[src/rtl/saa5050_glyph_fetch_pkg.sv]
`default_nettype none
// +--------------------------------------------------------------------------+
// | saa5050_glyph_fetch_pkg                                                  |
// | Shared widths and fetch FSM encoding for the SAA5050 glyph path.         |
// | Revision: 1.0                                                            |
// +--------------------------------------------------------------------------+
package saa5050_glyph_fetch_pkg;

  // Defaults shared with the teletext row/attribute logic
  localparam int C_CODE_BITS = 7;
  localparam int C_ROW_BITS  = 4;
  localparam int C_GLYPH_W   = 6;

  typedef enum logic [1:0] {
    F_IDLE = 2'd0,
    F_ADDR = 2'd1,
    F_DATA = 2'd2
  } fetch_state_t;

endpackage
`default_nettype wire

[src/rtl/saa5050_glyph_shifter.sv]
`default_nettype none
// +--------------------------------------------------------------------------+
// | saa5050_glyph_shifter                                                    |
// | One-row glyph buffer feeding an MSB-first pixel shifter on pixel_en.     |
// | Revision: 1.0                                                            |
// +--------------------------------------------------------------------------+
module saa5050_glyph_shifter
  import saa5050_glyph_fetch_pkg::*;
#(
  parameter int GLYPH_W = C_GLYPH_W
) (
  input  logic               clock,
  input  logic               clear,
  input  logic               pixel_en,
  input  logic               load,
  input  logic [GLYPH_W-1:0] load_data,
  output logic               buf_full,
  output logic               pixel_out,
  output logic               pixel_valid,
  output logic               glyph_first
);

  localparam int C_CNT_W = $clog2(GLYPH_W);

  logic [GLYPH_W-1:0] r_buf;
  // The leftmost pixel goes straight to pixel_out, so only the remaining bits are shifted
  logic [GLYPH_W-2:0] r_shift;
  logic [C_CNT_W-1:0] r_cnt;
  logic               r_buf_full;
  logic               r_pixel_out;
  logic               r_pixel_valid;
  logic               r_glyph_first;

  always_ff @(posedge clock) begin
    if (clear) begin
      r_buf         <= '0;
      r_shift       <= '0;
      r_cnt         <= '0;
      r_buf_full    <= 1'b0;
      r_pixel_out   <= 1'b0;
      r_pixel_valid <= 1'b0;
      r_glyph_first <= 1'b0;
    end else begin
      if (pixel_en) begin
        if (r_cnt != '0) begin
          r_pixel_out   <= r_shift[GLYPH_W-2];
          r_shift       <= {r_shift[GLYPH_W-3:0], 1'b0};
          r_cnt         <= r_cnt - C_CNT_W'(1);
          r_pixel_valid <= 1'b1;
          r_glyph_first <= 1'b0;
        end else if (r_buf_full) begin
          r_pixel_out   <= r_buf[GLYPH_W-1];
          r_shift       <= r_buf[GLYPH_W-2:0];
          r_cnt         <= C_CNT_W'(GLYPH_W-1);
          r_buf_full    <= 1'b0;
          r_pixel_valid <= 1'b1;
          r_glyph_first <= 1'b1;
        end else begin
          r_pixel_out   <= 1'b0;
          r_pixel_valid <= 1'b0;
          r_glyph_first <= 1'b0;
        end
      end else begin
        r_glyph_first <= 1'b0;
      end
      // A write only happens after an accept, which required an empty buffer
      if (load) begin
        r_buf      <= load_data;
        r_buf_full <= 1'b1;
      end
    end
  end

  assign buf_full    = r_buf_full;
  assign pixel_out   = r_pixel_out;
  assign pixel_valid = r_pixel_valid;
  assign glyph_first = r_glyph_first;

endmodule
`default_nettype wire

[src/rtl/saa5050_glyph_fetch.sv]
`default_nettype none
// +--------------------------------------------------------------------------+
// | saa5050_glyph_fetch                                                      |
// | Character ROM read initiator: fetch FSM, ROM address register, shifter.  |
// | Revision: 1.0                                                            |
// +--------------------------------------------------------------------------+
module saa5050_glyph_fetch
  import saa5050_glyph_fetch_pkg::*;
#(
  parameter int CODE_BITS = C_CODE_BITS,
  parameter int ROW_BITS  = C_ROW_BITS,
  parameter int GLYPH_W   = C_GLYPH_W
) (
  input  logic                            clock,
  input  logic                            reset,
  input  logic                            flush,
  input  logic                            pixel_en,
  input  logic                            char_valid,
  output logic                            char_ready,
  input  logic [CODE_BITS-1:0]            char_code,
  input  logic [ROW_BITS-1:0]             char_row,
  input  logic                            char_alt,
  output logic [1+CODE_BITS+ROW_BITS-1:0] rom_address,
  input  logic [7:0]                      rom_q,
  output logic                            pixel_out,
  output logic                            pixel_valid,
  output logic                            glyph_first
);

  localparam int MEM_BITS = 1 + CODE_BITS + ROW_BITS;

  fetch_state_t        r_state;
  fetch_state_t        w_state_next;
  logic [MEM_BITS-1:0] r_rom_address;
  logic                w_clear;
  logic                w_accept;
  logic                w_buf_load;
  logic                w_buf_full;

  assign w_clear = reset | flush;

  always_ff @(posedge clock) begin
    if (w_clear) begin
      r_state <= F_IDLE;
    end else begin
      r_state <= w_state_next;
    end
  end

  // F_ADDR is the ROM's address-latch cycle; data is only valid in F_DATA
  always_comb begin
    w_state_next = r_state;
    char_ready   = 1'b0;
    w_accept     = 1'b0;
    w_buf_load   = 1'b0;
    case (r_state)
      F_IDLE: begin
        char_ready = ~w_buf_full;
        if (char_valid && !w_buf_full) begin
          w_accept     = 1'b1;
          w_state_next = F_ADDR;
        end
      end
      F_ADDR: begin
        w_state_next = F_DATA;
      end
      F_DATA: begin
        w_buf_load   = 1'b1;
        w_state_next = F_IDLE;
      end
      default: begin
        w_state_next = F_IDLE;
      end
    endcase
  end

  always_ff @(posedge clock) begin
    if (w_clear) begin
      r_rom_address <= '0;
    end else if (w_accept) begin
      r_rom_address <= {char_alt, char_code, char_row};
    end
  end

  assign rom_address = r_rom_address;

  generate
    if (GLYPH_W < 8) begin : g_rom_unused
      logic w_unused_rom_bits;
      assign w_unused_rom_bits = &{1'b0, rom_q[7:GLYPH_W]};
    end
  endgenerate

  saa5050_glyph_shifter #(
    .GLYPH_W (GLYPH_W)
  ) u_shifter (
    .clock       (clock),
    .clear       (w_clear),
    .pixel_en    (pixel_en),
    .load        (w_buf_load),
    .load_data   (rom_q[GLYPH_W-1:0]),
    .buf_full    (w_buf_full),
    .pixel_out   (pixel_out),
    .pixel_valid (pixel_valid),
    .glyph_first (glyph_first)
  );

endmodule
`default_nettype wire

[config.mk]
export PLATFORM = sky130hd
export DESIGN_NAME = saa5050_glyph_fetch
export DESIGN_NICKNAME = d
export VERILOG_FILES = /design/src/rtl/saa5050_glyph_fetch_pkg.sv /design/src/rtl/saa5050_glyph_shifter.sv /design/src/rtl/saa5050_glyph_fetch.sv
export SDC_FILE = /design/constraint.sdc
export NUM_CORES = 1
export LEC_CHECK = 0
export CORE_UTILIZATION = 47
export CTS_BUF_LIST = sky130_fd_sc_hd__clkbuf_8
export DETAILED_ROUTE_END_ITERATION = 8
export PLACE_DENSITY = 0.84
export SLEW_MARGIN = 0
export SYNTH_ARGS = -nofsm -noshare
export SYNTH_HDL_FRONTEND = slang
export SYNTH_SLANG_ARGS = --single-unit
[constraint.sdc]
create_clock -name clock -period 1.6 [get_ports clock]
set_input_delay 0.32 -clock clock [delete_from_list [all_inputs] [get_ports clock]]
set_output_delay 0.32 -clock clock [all_outputs]
set_load 0.05 [all_outputs]
* Yosys cells after proc, flatten, opt, wreduce, memory -nomap -nowiden *
Cells that the tools add are included.

word-level totals
  bits in writable memories = 0
  bits of input ports = 25
  output and inout port bits = 16
  register bits after elaboration = 32
  memories = 0
  ROM bits = 0
  bits in latches = 0

cells by class
  reduce and logical (&&, ||, !) cells = 9
  divide/modulo/power cells = 0
  shift operators = 0
  $lt $le $gt $ge = 0
  bitwise logic cells = 3
  multipliers = 0
  multiplexer cells = 17
  add/subtract/negate cells = 1
  eq/ne operators = 4

operators by type and width
  kind                 number
  $mux 1               11
  $mux 5               2
  $mux 3               2
  $pmux 2 s2           1
  $reduce_and 2->1     2
  $reduce_bool 2->1    2
  $reduce_bool 3->1    1
  $reduce_or 3->1      1
  $sub 3x1->3 const B  1
  $eq 2x1->1 const B   1
  $eq 2x2->1 const B   1
  $logic_not 2->1      1
  $mux 2               1
  $ne 2x1->1 const B   1
  $ne 2x2->1 const B   1
  $not 1->1            2
  $logic_and 1x1->1    1
  $logic_not 1->1      1
  $or 1x1->1           1

* Longest topological paths before layout *
  word-level depth = 4
  depth in mapped cells = 6
  mapped depth without buffers = 5

* Hierarchy *
Synthesis repeated with hierarchy kept, for this count alone.

unflattened totals
  cell total of the unflattened synthesis = 140
  area, all modules = 1476.4 um2

by module, submodules not included
  module                 cells each  instances  seq. area each (um2)  area each (um2)
  saa5050_glyph_shifter  77          1          360.3                 787.0
  saa5050_glyph_fetch    63          1          280.3                 689.4

* Worst setup path after synthesis *
OpenSTA, ideal clock, no wires.

  path kind = register to output
  start point = register u_shifter.r_buf_full, in the netlist u_shifter.buf_full
  end point = output char_ready
  required time = 1.280 ns
  setup slack = -0.179 ns
  arrival time = 1.459 ns
  cell stages (with the launch flop) = 3
  path buffers = 1
  path through = dfxtp_1 > buf_6 > nor3_1

on the way
  word-level cells in the longest chain between the ends = 2

ends and longest elaborated chain
  what                      RTL line                     text
  start: declaration        saa5050_glyph_shifter.sv:29  logic r_buf_full;
  start signal: assignment  saa5050_glyph_shifter.sv:39  r_buf_full <= 1'b0;
  start signal: assignment  saa5050_glyph_shifter.sv:55  r_buf_full <= 1'b0;
  start signal: assignment  saa5050_glyph_shifter.sv:69  r_buf_full <= 1'b1;
  $not 1->1                 saa5050_glyph_fetch.sv:58    char_ready = ~w_buf_full;
  $mux 1                    saa5050_glyph_fetch.sv:56    case (r_state)
  end: declaration          saa5050_glyph_fetch.sv:19    output logic char_ready,

Every way passes these cells.

* Final worst setup path *
  start point = register u_shifter.r_cnt[0]
  end point = register u_shifter.r_cnt[0]

on the way
  word-level cells in the longest chain between the ends = 3
  elaborated cells on any way between the ends = 5
  those cells by class = add/sub: 1; mux: 1; reduce/logical: 3

ends and longest elaborated chain
  what                                                 RTL line                     text
  start: declaration                                   saa5050_glyph_shifter.sv:28  logic [C_CNT_W-1:0] r_cnt;
  start signal: assignment                             saa5050_glyph_shifter.sv:48  r_cnt <= r_cnt - C_CNT_W'(1);
  start signal: assignment                             saa5050_glyph_shifter.sv:54  r_cnt <= C_CNT_W'(GLYPH_W-1);
  branches (longest 3 deep; another with $sub 3x1->3)  n/a

Several ways; the timed one is not identified.
A chain may end at the register's enable or synchronous reset.

==> results.json <==
{
  "dieHeight_um": 53.6,
  "dp_hpwl_mm": 2.01,
  "cts_resized": 0,
  "clockRootBuffer": "clkbuf_8",
  "async_reset_ff_frac": 0,
  "holdCritStartpoint": "rom_address[1]",
  "synth-seq-cells": 32,
  "rsz0062_at_grt": "no",
  "yosysWarnings": 0,
  "synth_edf_count": 0,
  "gp_congestion": 0.775,
  "num_rows": 18,
  "run_status": "completed",
  "layout_setup_ws_ps": 114,
  "track_usage": 0.207,
  "path_class": "flop to flop",
  "cts_max_level": 2,
  "hold_viol": 0,
  "via_per_inst": 5.13,
  "vias": 1083,
  "internal-power_mw": 1.29,
  "grt_pass1_wl_mm": 4.05,
  "insertion_delay_ps": 280,
  "p_per_area_nw_per_um2": 955,
  "antenna_left": 0,
  "setup_violations": 0,
  "drtIter0Drc": 18,
  "synth_top_area_share": 0.511,
  "syn_area_um2": 1250,
  "die_area_um2": 2880,
  "fin_cells": 211,
  "drt_first_pass_iters": 4,
  "worstPathRequired_ps": 1780,
  "irDropWorstVdd_uv": 784,
  "port_buffers": 38,
  "cts_tree": "done",
  "dpl.cell_count": 204,
  "start_kind": "flop",
  "wl_met1_mm": 1.20,
  "max_freq_mhz": 673,
  "endpoint_kind": "flop",
  "wl_met2_mm": 1.33,
  "ctsHoldBuffers": 0,
  "syn2layout_area_growth_pct": 39.8,
  "path_max_fanout": 6,
  "top_layer": "met4",
  "drc_errors": 0,
  "crit-reg2reg-launch": "u_shifter.r_cnt[0]",
  "period_share": 0.929,
  "cts_buffer_depth": 2,
  "globalRouteOverflowTotal": 0,
  "ys_top_cells_by_count": "dfxtp_1 (32), nand2_1 (28), a21oi_1 (21)",
  "ys_top_cells_by_area": "dfxtp_1 (51%), a21oi_1 (8.4%), nand2_1 (8.4%)",
  "syn_inst": 139,
  "die_w_um": 53.6,
  "skew_ps": 6.76,
  "nets": 208,
  "clk_pin_slew_worst_paths_ps": 70,
  "timing.setup.tns_ps": 0,
  "syn-num-nets": 166,
  "top_level_ports": 41,
  "ys.flop_type": "dfxtp_1",
  "cp.arrival_ps": 1660,
  "hp-class": "flop to flop",
  "drv_cap": 0,
  "final_max_slew_viol_count": 0,
  "initial_core_util": 0.502,
  "grt_pass1_vias": 935,
  "drive_above_1_share": 0.193,
  "numCtsBuffers": 5,
  "tightest_slew_ps": 317,
  "ff2ff_path_depth": 5,
  "r2r_slack_ps": 110,
  "dr_wl_met3_um": 123,
  "core_um2": 2500,
  "p_comb_frac": 0.118,
  "fin_util": 0.701,
  "min_period_ps": 1490,
  "drt-total-wl_mm": 2.73,
  "hold_depth": 2,
  "worstReg2RegEnd": "u_shifter.r_cnt[0]",
  "cts_setup_buffers": 0,
  "ys_seq_area_frac": 0.511,
  "leakagePower_nw": 0.688,
  "netlist-cell-type-count": 25,
  "p_sw_frac": 0.230,
  "holdPathEnd": "rom_address[1]",
  "postSynthAreaPerCell_um2": 9.02,
  "yosysMostFrequentCell": "dfxtp_1",
  "seq_power_share": 0.489,
  "grt_start_max_net_pins": 19,
  "cts.sink_count": 32,
  "diodes": 0,
  "slew_headroom": 0.788,
  "antenna_found_initial": 0,
  "synth_largest_area_cell": "dfxtp_1",
  "wl_per_cell_um": 12.9,
  "pwr-share-clk": 0.392,
  "p_sw_mw": 0.385,
  "dp_slack_ps": -84.8
}
-- power groups by stage --
stage	clock network [mW]	registers [mW]	logic [mW]
5_1_grt	0.698	0.820	0.211
4_1_cts	0.666	0.818	0.199
6_report	0.657	0.819	0.198
3_5_place_dp	0	0.836	0.198
3_3_place_gp	0	0.835	0.193
2_1_floorplan	0	0.871	0.0649
-- worst max path at each step --
stage                        from                 end  slack, ps
2_1_floorplan  u_shifter.r_cnt[0]  u_shifter.r_cnt[0]        220
3_3_place_gp           char_valid      rom_address[2]        -20
3_5_place_dp           char_valid      rom_address[4]        -80
4_1_cts        u_shifter.r_cnt[0]  u_shifter.r_cnt[0]         30
5_1_grt        u_shifter.r_cnt[0]  u_shifter.r_cnt[0]         30
6_report       u_shifter.r_cnt[0]  u_shifter.r_cnt[0]        110
-- registers in the layout, summed over array words and instances, names as in the netlist --
register / cells
u_shifter.glyph_first: 1
u_shifter.r_cnt: 3
rom_address: 12
r_state: 2
u_shifter.buf_full: 1
u_shifter.r_buf: 6
u_shifter.r_shift: 5
u_shifter.pixel_out: 1
u_shifter.pixel_valid: 1
-- logic make-up (layout without fill, tap and decap cells) --
logic type,after synthesis,after routing,share of synthesized area
mux,10,10,0.0798
compound gates,32,32,0.150
buf+inv,11,53,0.0479
flops,32,32,0.511
fa+ha+maj,2,2,0.0200
simple gates,52,52,0.192
-- cell type report --
type                       count  area, um2
clock buffer                   7       96.3
multi-input combinational     96        561
sequential                    32        641
timing repair buffer          44        410
inverter                       2       7.51
fill                         194        747
tap                           30       37.5
-- stage by stage --
stage / power (mW) / hold WS [ps] / instance area, um2
floorplan: 0.936 / 449 / 1260
global placement: 1.03 / 442 / 1650
detailed placement: 1.03 / 454 / 1650
CTS: 1.68 / 464 / 1750
global route: 1.73 / 481 / 1750
finish: 1.67 / 460 / 1750
-- routing by layer --
metal | GRT usage | vias to the layer above
li1 | - | 558
met1 | 0.241 | 482
met2 | 0.327 | 35
met3 | 0.0593 | 8
met4 | 0.145 | 0
met5 | 0 | -
-- critical path, stage by stage, from the launching register on --
cell and delay [ps]:
dfxtp_1 350, nor2_1 160, ha_1 250, nor2b_1 240
nor2_2 120, o221a_2 270
-- placed cells by master, fill, tap and decap left out, drive strengths merged --
cell type | netlist | layout
nand4 | 1 | 1
nand3 | 1 | 1
nand2 | 28 | 28
a211oi | 5 | 5
nor2 | 12 | 12
ha | 2 | 2
a21oi | 21 | 21
clkbuf | 4 | 7
inv | 2 | 2
or4b | 1 | 1
o21ai | 2 | 2
o221a | 1 | 1
mux2i | 10 | 10
nor3b | 1 | 1
dfxtp | 32 | 32
o41ai | 1 | 1
clkdlybuf4s50 | 0 | 22
nand2b | 2 | 2
nor2b | 3 | 3
buf | 5 | 22
nor4b | 1 | 1
or2 | 1 | 1
o311ai | 1 | 1
nor3 | 1 | 1
a31oi | 1 | 1
(Power assumes the default switching activity.)
